## config.mk

```make
export PLATFORM = sky130hd
export DESIGN_NAME = rle_encoder
export DESIGN_NICKNAME = d
export VERILOG_FILES = /design/src/rtl/rle_encoder.sv
export SDC_FILE = /design/constraint.sdc
export NUM_CORES = 1
export LEC_CHECK = 0
export CAP_MARGIN = 20
export CORE_ASPECT_RATIO = 1.5
export CORE_MARGIN = 10
export CORE_UTILIZATION = 30
export DETAILED_ROUTE_END_ITERATION = 10
export SLEW_MARGIN = 20
export SYNTH_ARGS = -nofsm -noshare
export SYNTH_HDL_FRONTEND = slang
export SYNTH_SLANG_ARGS = --single-unit
export TNS_END_PERCENT = 1
```

## constraint.sdc

```tcl
create_clock -name clk -period 3.2 [get_ports clk]
set_input_delay 0.8 -clock clk [delete_from_list [all_inputs] [get_ports clk]]
set_output_delay 0.8 -clock clk [all_outputs]
set_load 0.02 [all_outputs]
```

## src/rtl/rle_encoder.sv

```systemverilog
// rtl/rle_encoder.sv - run-length encoder packing field bits into 8-nibble words (optional counter: RLE_WORD_COUNT_EN)
module rle_encoder #(
  parameter int FIELD_W = 16
) (
  input  logic               clk,
  input  logic               rst,
  input  logic               field_valid,
  input  logic [FIELD_W-1:0] field_data,
  input  logic [4:0]         field_len,
  output logic               field_ready,
  input  logic               flush,
  output logic [31:0]        data,
  output logic               interrupt,
  output logic               load_process,
  input  logic               done_cpu,
  output logic [15:0]        word_count
);

  typedef enum logic [2:0] {S_IDLE, S_SHIFT, S_EMIT, S_FLUSH, S_END} state_t;

  localparam logic [4:0] MAX_LEN = 5'(FIELD_W);

  state_t             state, state_next;
  logic [FIELD_W-1:0] field_sr;     // field left-justified, current bit at MSB
  logic [4:0]         bits_left;    // bits of the current field still to shift
  logic [3:0]         k;            // closed nibbles in the word, 0..8
  logic [31:0]        nib_buf;
  logic               run_bit;
  logic [2:0]         run_len;      // 0 means no open run
  logic               from_flush;   // the pending EMIT was started by FLUSH
  logic               ended;        // END has been visited since reset
  logic               load_q;

  logic [4:0]         eff_len;
  logic               cur_bit;
  logic               close_run;
  logic               word_full;
  logic               has_open;
  logic [3:0]         closed_nib;
  logic [31:0]        buf_ins;

  // Run bookkeeping shared by SHIFT and FLUSH
  always_comb begin
    eff_len    = (field_len > MAX_LEN) ? MAX_LEN : field_len;
    cur_bit    = field_sr[FIELD_W-1];
    close_run  = (run_len != 3'd0) && ((cur_bit != run_bit) || (run_len == 3'd7));
    word_full  = close_run && (k == 4'd7);
    has_open   = (k != 4'd0) || (run_len != 3'd0);
    closed_nib = {run_bit, run_len};
    buf_ins    = nib_buf;
    for (int i = 0; i < 8; i++) begin
      if (k == 4'(i)) buf_ins[28-4*i +: 4] = closed_nib;
    end
  end

  // State register
  always_ff @(posedge clk or negedge rst) begin
    if (!rst) state <= S_IDLE;
    else      state <= state_next;
  end

  // Next-state logic; flush wins over a simultaneous field
  always_comb begin
    state_next = state;
    case (state)
      S_IDLE: begin
        if (flush)                                  state_next = S_FLUSH;
        else if (field_valid && eff_len != 5'd0)    state_next = S_SHIFT;
      end
      S_SHIFT: begin
        if (word_full)                              state_next = S_EMIT;
        else if (bits_left == 5'd1)                 state_next = S_IDLE;
      end
      S_EMIT: begin
        if (done_cpu) begin
          if (from_flush)                           state_next = S_END;
          else if (bits_left != 5'd0)               state_next = S_SHIFT;
          else                                      state_next = S_IDLE;
        end
      end
      S_FLUSH:  state_next = has_open ? S_EMIT : S_END;
      S_END:    state_next = S_IDLE;
      default:  state_next = S_IDLE;
    endcase
  end

  // Outputs decoded from state; END doubles as the coordinator start strobe
  always_comb begin
    field_ready  = (state == S_IDLE);
    interrupt    = (state == S_EMIT) || (state == S_END);
    load_process = load_q;
  end

  // Datapath: field shifter, run register, nibble buffer and output word
  always_ff @(posedge clk or negedge rst) begin
    if (!rst) begin
      field_sr   <= '0;
      bits_left  <= 5'd0;
      k          <= 4'd0;
      nib_buf    <= 32'd0;
      run_bit    <= 1'b0;
      run_len    <= 3'd0;
      from_flush <= 1'b0;
      ended      <= 1'b0;
      load_q     <= 1'b0;
      data       <= 32'd0;
    end else begin
      load_q <= !ended && (state != S_END) && (state_next != S_END);
      case (state)
        S_IDLE: begin
          if (!flush && field_valid) begin
            field_sr  <= field_data << (FIELD_W - int'(eff_len));
            bits_left <= eff_len;
          end
        end
        S_SHIFT: begin
          field_sr  <= field_sr << 1;
          bits_left <= bits_left - 5'd1;
          if (run_len == 3'd0) begin
            run_bit <= cur_bit;
            run_len <= 3'd1;
          end else if (close_run) begin
            nib_buf <= buf_ins;
            k       <= k + 4'd1;
            run_bit <= cur_bit;
            run_len <= 3'd1;
            if (word_full) data <= buf_ins;
          end else begin
            run_len <= run_len + 3'd1;
          end
        end
        S_FLUSH: begin
          from_flush <= 1'b1;
          run_len    <= 3'd0;
          if (run_len != 3'd0) begin
            nib_buf <= buf_ins;
            k       <= k + 4'd1;
            data    <= buf_ins;
          end else if (k != 4'd0) begin
            data    <= nib_buf;
          end
        end
        S_EMIT: begin
          if (done_cpu) begin
            k          <= 4'd0;
            nib_buf    <= 32'd0;
            from_flush <= 1'b0;
          end
        end
        S_END:   ended <= 1'b1;
        default: ;
      endcase
    end
  end

`ifdef RLE_WORD_COUNT_EN
  logic [15:0] word_cnt_q;

  // Count words the decoder has consumed
  always_ff @(posedge clk or negedge rst) begin
    if (!rst)                              word_cnt_q <= 16'd0;
    else if (state == S_EMIT && done_cpu)  word_cnt_q <= word_cnt_q + 16'd1;
  end

  assign word_count = word_cnt_q;
`else
  assign word_count = 16'd0;
`endif

endmodule

```

# ---- Word-level counts from Yosys, hierarchy flattened
# Index checks and enable logic that the tools add are counted.
# Widths: inputs -> output; s select.
dict set report word_totals {
  elab_cells 113
  out_inout_bits 51
  inputBits 26
  register_bits 99
}
dict set report classes {
  order_cmp 1
  n_addsub 4
  shifts 1
  n_reduce_logical 28
  n_eq_ne 23
  n_mux 45
}
# op n
set ops {}
lappend ops {{$mux 32} 9}
lappend ops {{$pmux 32 s3} 1}
lappend ops {{$pmux 32 s2} 1}
lappend ops {{$mux 4} 12}
lappend ops {{$pmux 16 s2} 1}
lappend ops {{$shl 16x32->16} 1}
lappend ops {{$mux 3} 9}
lappend ops {{$eq 4x3->1 const B} 4}
lappend ops {{$mux 16} 1}
lappend ops {{$pmux 3 s4} 1}
lappend ops {{$pmux 4 s3} 1}
lappend ops {{$mux 5} 2}
lappend ops {{$ne 2x2->1 const B} 5}
lappend ops {{$pmux 5 s2} 1}
lappend ops {{$reduce_and 5->1} 2}
lappend ops {{$reduce_bool 5->1} 2}
lappend ops {{$ne 3x3->1 const B} 3}
lappend ops {{$eq 4x2->1 const B} 2}
lappend ops {{$reduce_bool 2->1} 4}
lappend ops {{$eq 3x2->1 const B} 2}
lappend ops {{$eq 3x3->1 const B} 2}
lappend ops {{$logic_and 1x1->1} 6}
lappend ops {{$logic_not 3->1} 2}
lappend ops {{$pmux 3 s2} 1}
lappend ops {{18 further kinds} 27}

# ---- Depth between registers and ports, before layout
# Gate-level depths: netlist of the first run.
dict set report depth {
  word_depth 9
  ltp_mapped 13
  depth_no_buf 10
}

# ---- Worst setup path before layout of the first run
# Ideal clock, no wire load.
dict set report synth_path {
  kind {input -> register}
  startpoint {input field_len[4]}
  endpoint {register field_sr[3]}
  arrival_ns 3.180
  cell_stages 13
  setup_time_ns 0.067
  slack_ns -0.047
  cell_sequence {buf_2 nor2b_1 buf_2 inv_2 ha_1 clkbuf_1 o21a_1 ha_1 nand3_1 nor2_1 nand2_1 a211oi_1 a221o_1}
}
dict set report synth_between {
  elab_chain_len 6
}
# element line
set synth_lines {}
lappend synth_lines {{start: declaration} 9} ;# input logic [4:0] field_len,
lappend synth_lines {{$gt 5x5->1} 44} ;# eff_len = (field_len > MAX_LEN) ? MAX_LEN : field_len;
lappend synth_lines {{$mux 5 *} 44}
lappend synth_lines {{$sub 5x5->6 *} 112} ;# field_sr <= field_data << (FIELD_W - int'(eff_len));
lappend synth_lines {{$shl 16x32->16 *} 112}
lappend synth_lines {{$mux 16 *} 111} ;# if (!flush && field_valid) begin
lappend synth_lines {{$pmux 16 s2 *} 109} ;# case (state)
lappend synth_lines {{end signal: assignment} 112}
lappend synth_lines {{end signal: assignment} 117} ;# field_sr <= field_sr << 1;
lappend synth_lines {{end: declaration} 24} ;# logic [FIELD_W-1:0] field_sr;
# Every way passes the cells marked *; elsewhere a longest branch is shown, timed or not. The select of a mux whose other input is x is not followed.
# A chain may end at the register's enable or synchronous reset.

# ---- Worst setup path after layout of the first run
dict set report layout_path {
  startpoint {input field_len[0]}
  endpoint {register field_sr[12]}
}
# The elaborated chain is that of the path after synthesis.

==> results.md, run 1 <==
- Status: completed
- Initial antenna violation count: 0
- Flop pwr share: 33.9%
- Kind of critical path: input port to flop
- Worst Max-Slew Pin Slew: 0.754 ns
- Max stage delay on crit path: 0.47 ns
- Worst skew pair latency: 0.35 ns
- N_diodes: 0
- IO Count: between 70 and 80
- Core ar.: 18600 µm²
- Hpwl dp: 11200 µm
- # Post-CTS Setup Buffers: 0
- CP Data Required Time: 3.47 ns
- PostCTS Resize Cnt: 0
- Clock Sinks: between 90 and 100
- Fmax: 340 MHz
- Pre-CTS setup slack: -0.0647 ns
- PortBufs: 60
- First drt pass iteration count: 4
- Post-DR wirelength/cell: 15.6 µm
- Slew HR: 49.4%
- Critical path buffer and inverter count: 2
- CP endpoint kind: flop
- Top delay family on crit path: compound AO/OA/AOI/OAI gates
- DRC violations left: 0
- CTS Buf Count: 9
- H-Tree Depth: 3
- Crit-path cells: clkdlybuf4s50_1, nor2b_1, inv_2, ha_1, xnor2_1, mux2_2, o221ai_1, o2111ai_1, a21oi_1
- Share of cells above drive strength 1: a little under an eighth
- Worst Hold Class: input port to asynchronous set/reset pin
- Vias in the first global route: 4822
- Final setup margin: 0.258 ns
- Final Setup Violations: 0
- Sequential fraction of the synthesis area: 43.4%
- Final Hold Vio Count: 0
- Yosys reg bits: 99
- Max Cap Violations: 0
- Syn Inst Count: 610
- CP startpoint kind: input port
- Met2 wire length: 8080 µm
- Pint: roughly 0.0037 W
- Largest net degree at the start of global routing: 65
- Dpl cell area: 6730 µm²
- Total power: 0.00638 W
- CTS tree: done
- Max layer used: met4
- Fillers: a little under 2000
- DRT Wirelength: between 10000 and 15000 µm
- First-pass GRT wire length: 24200 µm
- Initial DRC Count: 300
- Clock buffer depth: 2
- Pwr per Cell Area: 908 nW/µm²
- Crit. Startpoint: field_len[0]
- Yosys cell types: a little over 60
- Crit-path max FO: 7
- Lkg Pwr: 3.07 nW
- Clk slew on worst S/H paths: 0.07 ns
- Via density: 4.97
- R2R depth: 7
- Final core utilization: 37.7%
- Sw Ratio: roughly 42%
- Syn Std Cell Area: 5710 µm²
- Wire length on met3: 525 µm
- Total track usage: 11.6%
- WP depth: 9
- Routability congestion estimate from global placement: 0.886
- Fin area: 7020 µm²
- Final period utilization: 91.9%
- Reg2reg end: data[4]$_DFFE_PN0P_
- Clock power frac: 17.1%
- Die ar.: 25100 µm²
- Worst VDD drop: 0.311 mV
- Initial core utilization: 30.6%
- Slowest CP cell: clkdlybuf4s50_1
- Switch Pwr: 0.00269 W
- Gate power share: 49.0%
- Post-synth EDFFs: 0
- Met1 wire length: 5810 µm
- Ys async rst share: 100%
- R2R Setup Slk: 0.73 ns
- YS warnings: 0
- Hold-fix buffers at CTS: 0
- Unrepaired setup endpoints after global routing: no
- Antenna viol nets, final: 0
- CP endpoint: field_sr[12]$_DFFE_PN0P_
- Critical Path AT: 3.21 ns
- Root buf cell: clkbuf_16
- Site Rows: around 60
- Nets@finish: 724
- Max-slew violations: 0
- FF-to-FF Start: run_len[0]$_DFFE_PN0P_
- Synth Area per Inst: about 9.4 µm²
- Die width: 133 µm
- Top FF cell, synth: dfrtp_1
- Final critical-path required period: 2.94 ns
- Clk_skew: 0.00974 ns
- DR vias: 4680
- Area delta synth->final: 23.1%
- Die Ht: roughly 190 µm
- Grt ovf: 0
[routing by layer]
metal	up-vias	track usage, %
met5	-	0
met1	2234	12.3
met4	0	4.37
li1	2324	-
met2	106	21.9
met3	16	2.36
[through the flow]
stage                     std cells  hold slack (ns)  setup TNS (ns)
after detailed placement        927            0.453          -0.138
final                           942            0.451               0
after global placement          927            0.438          -0.138
after CTS                       942            0.468               0
after global routing            942            0.505               0
after floorplan                 625            0.424               0
[registers in the layout (all words and copies together), names as in the netlist, 3 cells and up]
register   cells
bits_left      5
data          32
field_sr      16
k              4
nib_buf       32
run_len        3
state          3
[cell type report]
type,instances,area (µm²),share of cell area (%)
multi-input cells,442,2910,41.4
well taps,252,315,4.49
flip-flops and latches,99,2480,35.3
clock inverters,6,71.3,1.02
clock buffers,9,225,3.21
inverters,34,128,1.82
repair buffers,100,898,12.8
[placed cells by master, fill, tap and decap left out, drive strengths merged, types with 3 or more instances in the layout]
cell type	netlist	layout
ha	12	12
nor4	3	3
o211ai	4	4
a22oi	11	11
clkdlybuf4s50	0	59
clkbuf	24	9
a211oi	5	5
nand2b	6	6
conb	1	16
and3	3	3
o31ai	3	3
xor2	4	4
o22ai	28	28
a21oi	65	65
dfrtp	99	99
o21ai	19	19
nor3	7	7
nand3	10	10
a31oi	6	6
a21o	3	3
inv	34	37
mux2i	38	38
nand2	49	49
mux4	7	7
nor2b	7	7
buf	26	41
a32oi	3	3
mux2	9	9
nor2	65	65
and2	9	9
o221ai	5	5
a22o	14	14
[kinds of logic after synthesis]
| group | Yosys count | share of synthesized area (%) |
|---|---|---|
| mux | 54 | 11.2 |
| buf+inv | 84 | 6.75 |
| other cells | 1 | 0.0657 |
| simple gates | 173 | 14.5 |
| flops | 99 | 43.4 |
| fa+ha+maj | 12 | 2.63 |
| xor+xnor | 5 | 0.899 |
| compound gates | 182 | 20.5 |
[worst min-delay path by stage]
stage                                 to  slack (ns)  depth (start not counted)
floorplan              ended$_DFFE_PN0P_        0.42                          1
finish              data[28]$_DFFE_PN0P_        0.45                          1
global route           ended$_DFFE_PN0P_        0.50                          1
CTS                    ended$_DFFE_PN0P_        0.47                          1
detailed placement     ended$_DFFE_PN0P_        0.45                          1
global placement       ended$_DFFE_PN0P_        0.44                          1
[power by group through the flow]
stage	sequential (W)	combinational (W)	clock [W]
2_1_floorplan	0.00229	0.00190	0
3_3_place_gp	0.00218	0.00314	0
3_5_place_dp	0.00219	0.00315	0
4_1_cts	0.00217	0.00317	0.00113
5_1_grt	0.00225	0.00350	0.00116
6_report	0.00216	0.00312	0.00109
[synthesized netlist by cell type (3+ instances only)]
master	instances	area, µm²
a22o_1	14	123
a31oi_1	6	37.5
inv_1	33	124
and2_1	9	56.3
dfrtp_1	99	2480
o21ai_1	4	20.0
nand3_1	10	50.1
mux2_2	9	101
nor2b_1	6	37.5
a21oi_1	65	325
nor2_1	65	244
buf_2	8	40.0
ha_1	12	150
nand2b_1	6	37.5
nor3_1	5	25.0
o211ai_1	4	30.0
clkbuf_1	24	90.1
mux4_2	7	158
buf_4	16	120
a211oi_1	5	37.5
a22oi_1	11	82.6
and3_1	3	18.8
mux2i_1	38	380
o22ai_1	28	175
a21o_1	3	22.5
nand2_1	49	184
a32oi_1	3	26.3
o21ai_0	15	75.1
xor2_1	3	26.3
o221ai_1	5	43.8
No activity file was read; power rests on OpenSTA's default activity.
==> inputs of run 2 (changes only) <==
--- a/config.mk
+++ b/config.mk
@@ -6,10 +6,11 @@
 export NUM_CORES = 1
 export LEC_CHECK = 0
 export CAP_MARGIN = 20
-export CORE_ASPECT_RATIO = 1.5
+export CORE_ASPECT_RATIO = 0.8
 export CORE_MARGIN = 10
-export CORE_UTILIZATION = 30
+export CORE_UTILIZATION = 60
 export DETAILED_ROUTE_END_ITERATION = 10
+export PLACE_DENSITY = 0.86
 export SLEW_MARGIN = 20
 export SYNTH_ARGS = -nofsm -noshare
 export SYNTH_HDL_FRONTEND = slang
==> run 2 against run 1 <==
Against the previous run: core utilization up 37 points; sequential power is 3% higher; clock power about the same; combinational power grew 3%; total power is 2.1% higher; clock skew shrank 0.0058 ns; global-route usage rose by 11 points.
==> results.md, run 2 (synthesis gave the netlist of run 1 again) <==
- Clk_skew: 0.00390 ns
- Kind of critical path: input port to flop
- Worst VDD drop: ~0.66 mV
- DRC violations left: 0
- Unrepaired setup endpoints after global routing: no
- Largest regs: data x32, nib_buf x32, field_sr x16
- Fmax: 329 MHz
- Site Rows: 31
- Final core utilization: around three quarters
- Slowest CP cell: clkdlybuf4s50_1
- H-Tree Depth: 3
- Lkg Pwr: ~3 nW
- Worst Hold Class: flop to flop
- Grt ovf: 0
- Pwr per Cell Area: 954 nW/µm²
- CP startpoint kind: input port
- Post-Layout Cell Count: 802
- Share of cells above drive strength 1: 11.1%
- # Post-CTS Setup Buffers: 0
- IO Count: 77
- Die ar.: 13800 µm²
- Largest net degree at the start of global routing: 65
- R2R Setup Slk: 0.55 ns
- CTS Buf Count: 9
- Fin area: 6820 µm²
- # placed instances: ~790
- Via density: around 6.4
- PortBufs: 60
- Final Setup Violations: 0
- Status: completed
- CP endpoint kind: flop
- Hpwl dp: approximately 11000 µm
- Slew HR: 31.9%
- Worst Hold Depth: 1
- Max-slew violations: 0
- Initial antenna violation count: 0
- Antenna viol nets, final: 0
- DRT Wirelength: 15700 µm
- Total track usage: 22.6%
- CTS tree: done
- DR vias: between 5000 and 6000
- First drt pass iteration count: 5
- Worst Max-Slew Pin Slew: 1.02 ns
- Max Cap Violations: 0
- Routability congestion estimate from global placement: 0.947
- Die Ht: around 110 µm
- Clock Sinks: approximately 100
- N_diodes: 0
- Nets@finish: 720
- Die width: 129 µm
- R2R depth: 7
- Max stage delay on crit path: 0.48 ns
- Clock buffer depth: 2
- Clk slew on worst S/H paths: 0.06 ns
- Worst skew pair latency: 0.35 ns
- Root buf cell: clkbuf_16
- First-pass GRT wire length: 25400 µm
- Area delta synth->final: 19.6%
- PostCTS Resize Cnt: 0
- Crit-path max FO: 7
- Initial core utilization: 62.3%
- Pre-CTS setup slack: -0.154 ns
- Post-DR wirelength/cell: 19.6 µm
- Commonest non-fill, non-tap cells in the layout: 99 x dfrtp_1, 65 x a21oi_1, 64 x nor2_1
- Final setup margin: 0.159 ns
- Commonest non-fill, non-tap cell in the layout: dfrtp_1
- Final critical-path required period: 3.04 ns
- CP Data Required Time: between 3 and 4 ns
- Core ar.: 9150 µm²
- Initial DRC Count: between 700 and 800
- Vias in the first global route: 5038
- Final Hold Vio Count: 0
- Final period utilization: 95.0%
- Hold-fix buffers at CTS: 0
- Critical Path AT: 3.31 ns
- Dpl cell area: 6540 µm²
- Crit-path cells: clkdlybuf4s50_1, nor2b_1, inv_2, ha_1, buf_4, mux2i_1, mux2_2, o221ai_1, o2111ai_1, a21oi_1
==> run 2: worst paths after layout <==
path                                   startpoint                  endpoint
setup / recovery                     field_len[0]  field_sr[12]$_DFFE_PN0P_
hold / removal                  ended$_DFFE_PN0P_         ended$_DFFE_PN0P_
setup reg to reg           run_len[0]$_DFFE_PN0P_      data[11]$_DFFE_PN0P_
hold reg to reg                 ended$_DFFE_PN0P_         ended$_DFFE_PN0P_
max in group asynchronous                     rst   nib_buf[13]$_DFFE_PN0P_
min in group asynchronous                     rst  bits_left[4]$_DFFE_PN0P_
==> run 2: cell type report <==
type	count	area [µm²]
multi-input cells	442	2910
flip-flops and latches	99	2480
fillers	657	2330
repair buffers	96	881
clock buffers	11	233
well taps	115	144
inverters	34	128
clock inverters	5	53.8
==> run 2: through the flow <==
| step | setup TNS (ns) | hold WS, ns | total power [W] |
|---|---|---|---|
| global route | 0 | 0.496 | 0.00691 |
| finish | 0 | 0.453 | 0.00651 |
| detailed placement | -0.420 | 0.442 | 0.00538 |
| global placement | -0.0380 | 0.440 | 0.00520 |
| CTS | 0 | 0.458 | 0.00648 |
| floorplan | 0 | 0.424 | 0.00419 |
==> run 2: worst max-delay path, delay by kind of cell <==
| family | cells | cell delay, ns |
|---|---|---|
| buffers and inverters | 3 | 0.73 |
| AOI/OAI and AO/OA | 3 | 0.65 |
| muxes | 2 | 0.48 |
| adders and majority gates | 1 | 0.42 |
| and+or+nand+nor | 1 | 0.21 |
==> run 2: metal layers <==
layer / track usage (%) / vias to the layer above / part of all wire [%] / wire, µm
met5: 0 / - / 0 / 0
met2: 33.8 / 323 / 46 / 7240
met4: 6.81 / 0 / 1.9 / 301
met3: 6.11 / 44 / 9.5 / 1500
met1: 31.4 / 2439 / 43 / 6700
li1: - / 2321 / - / -
==> run 2: power breakdown <==
part	total [W]	internal, W	switching (W)
Clock	0.00106	0.000604	0.000455
Sequential	0.00223	0.00176	0.000467
Combinational	0.00322	0.00131	0.00191
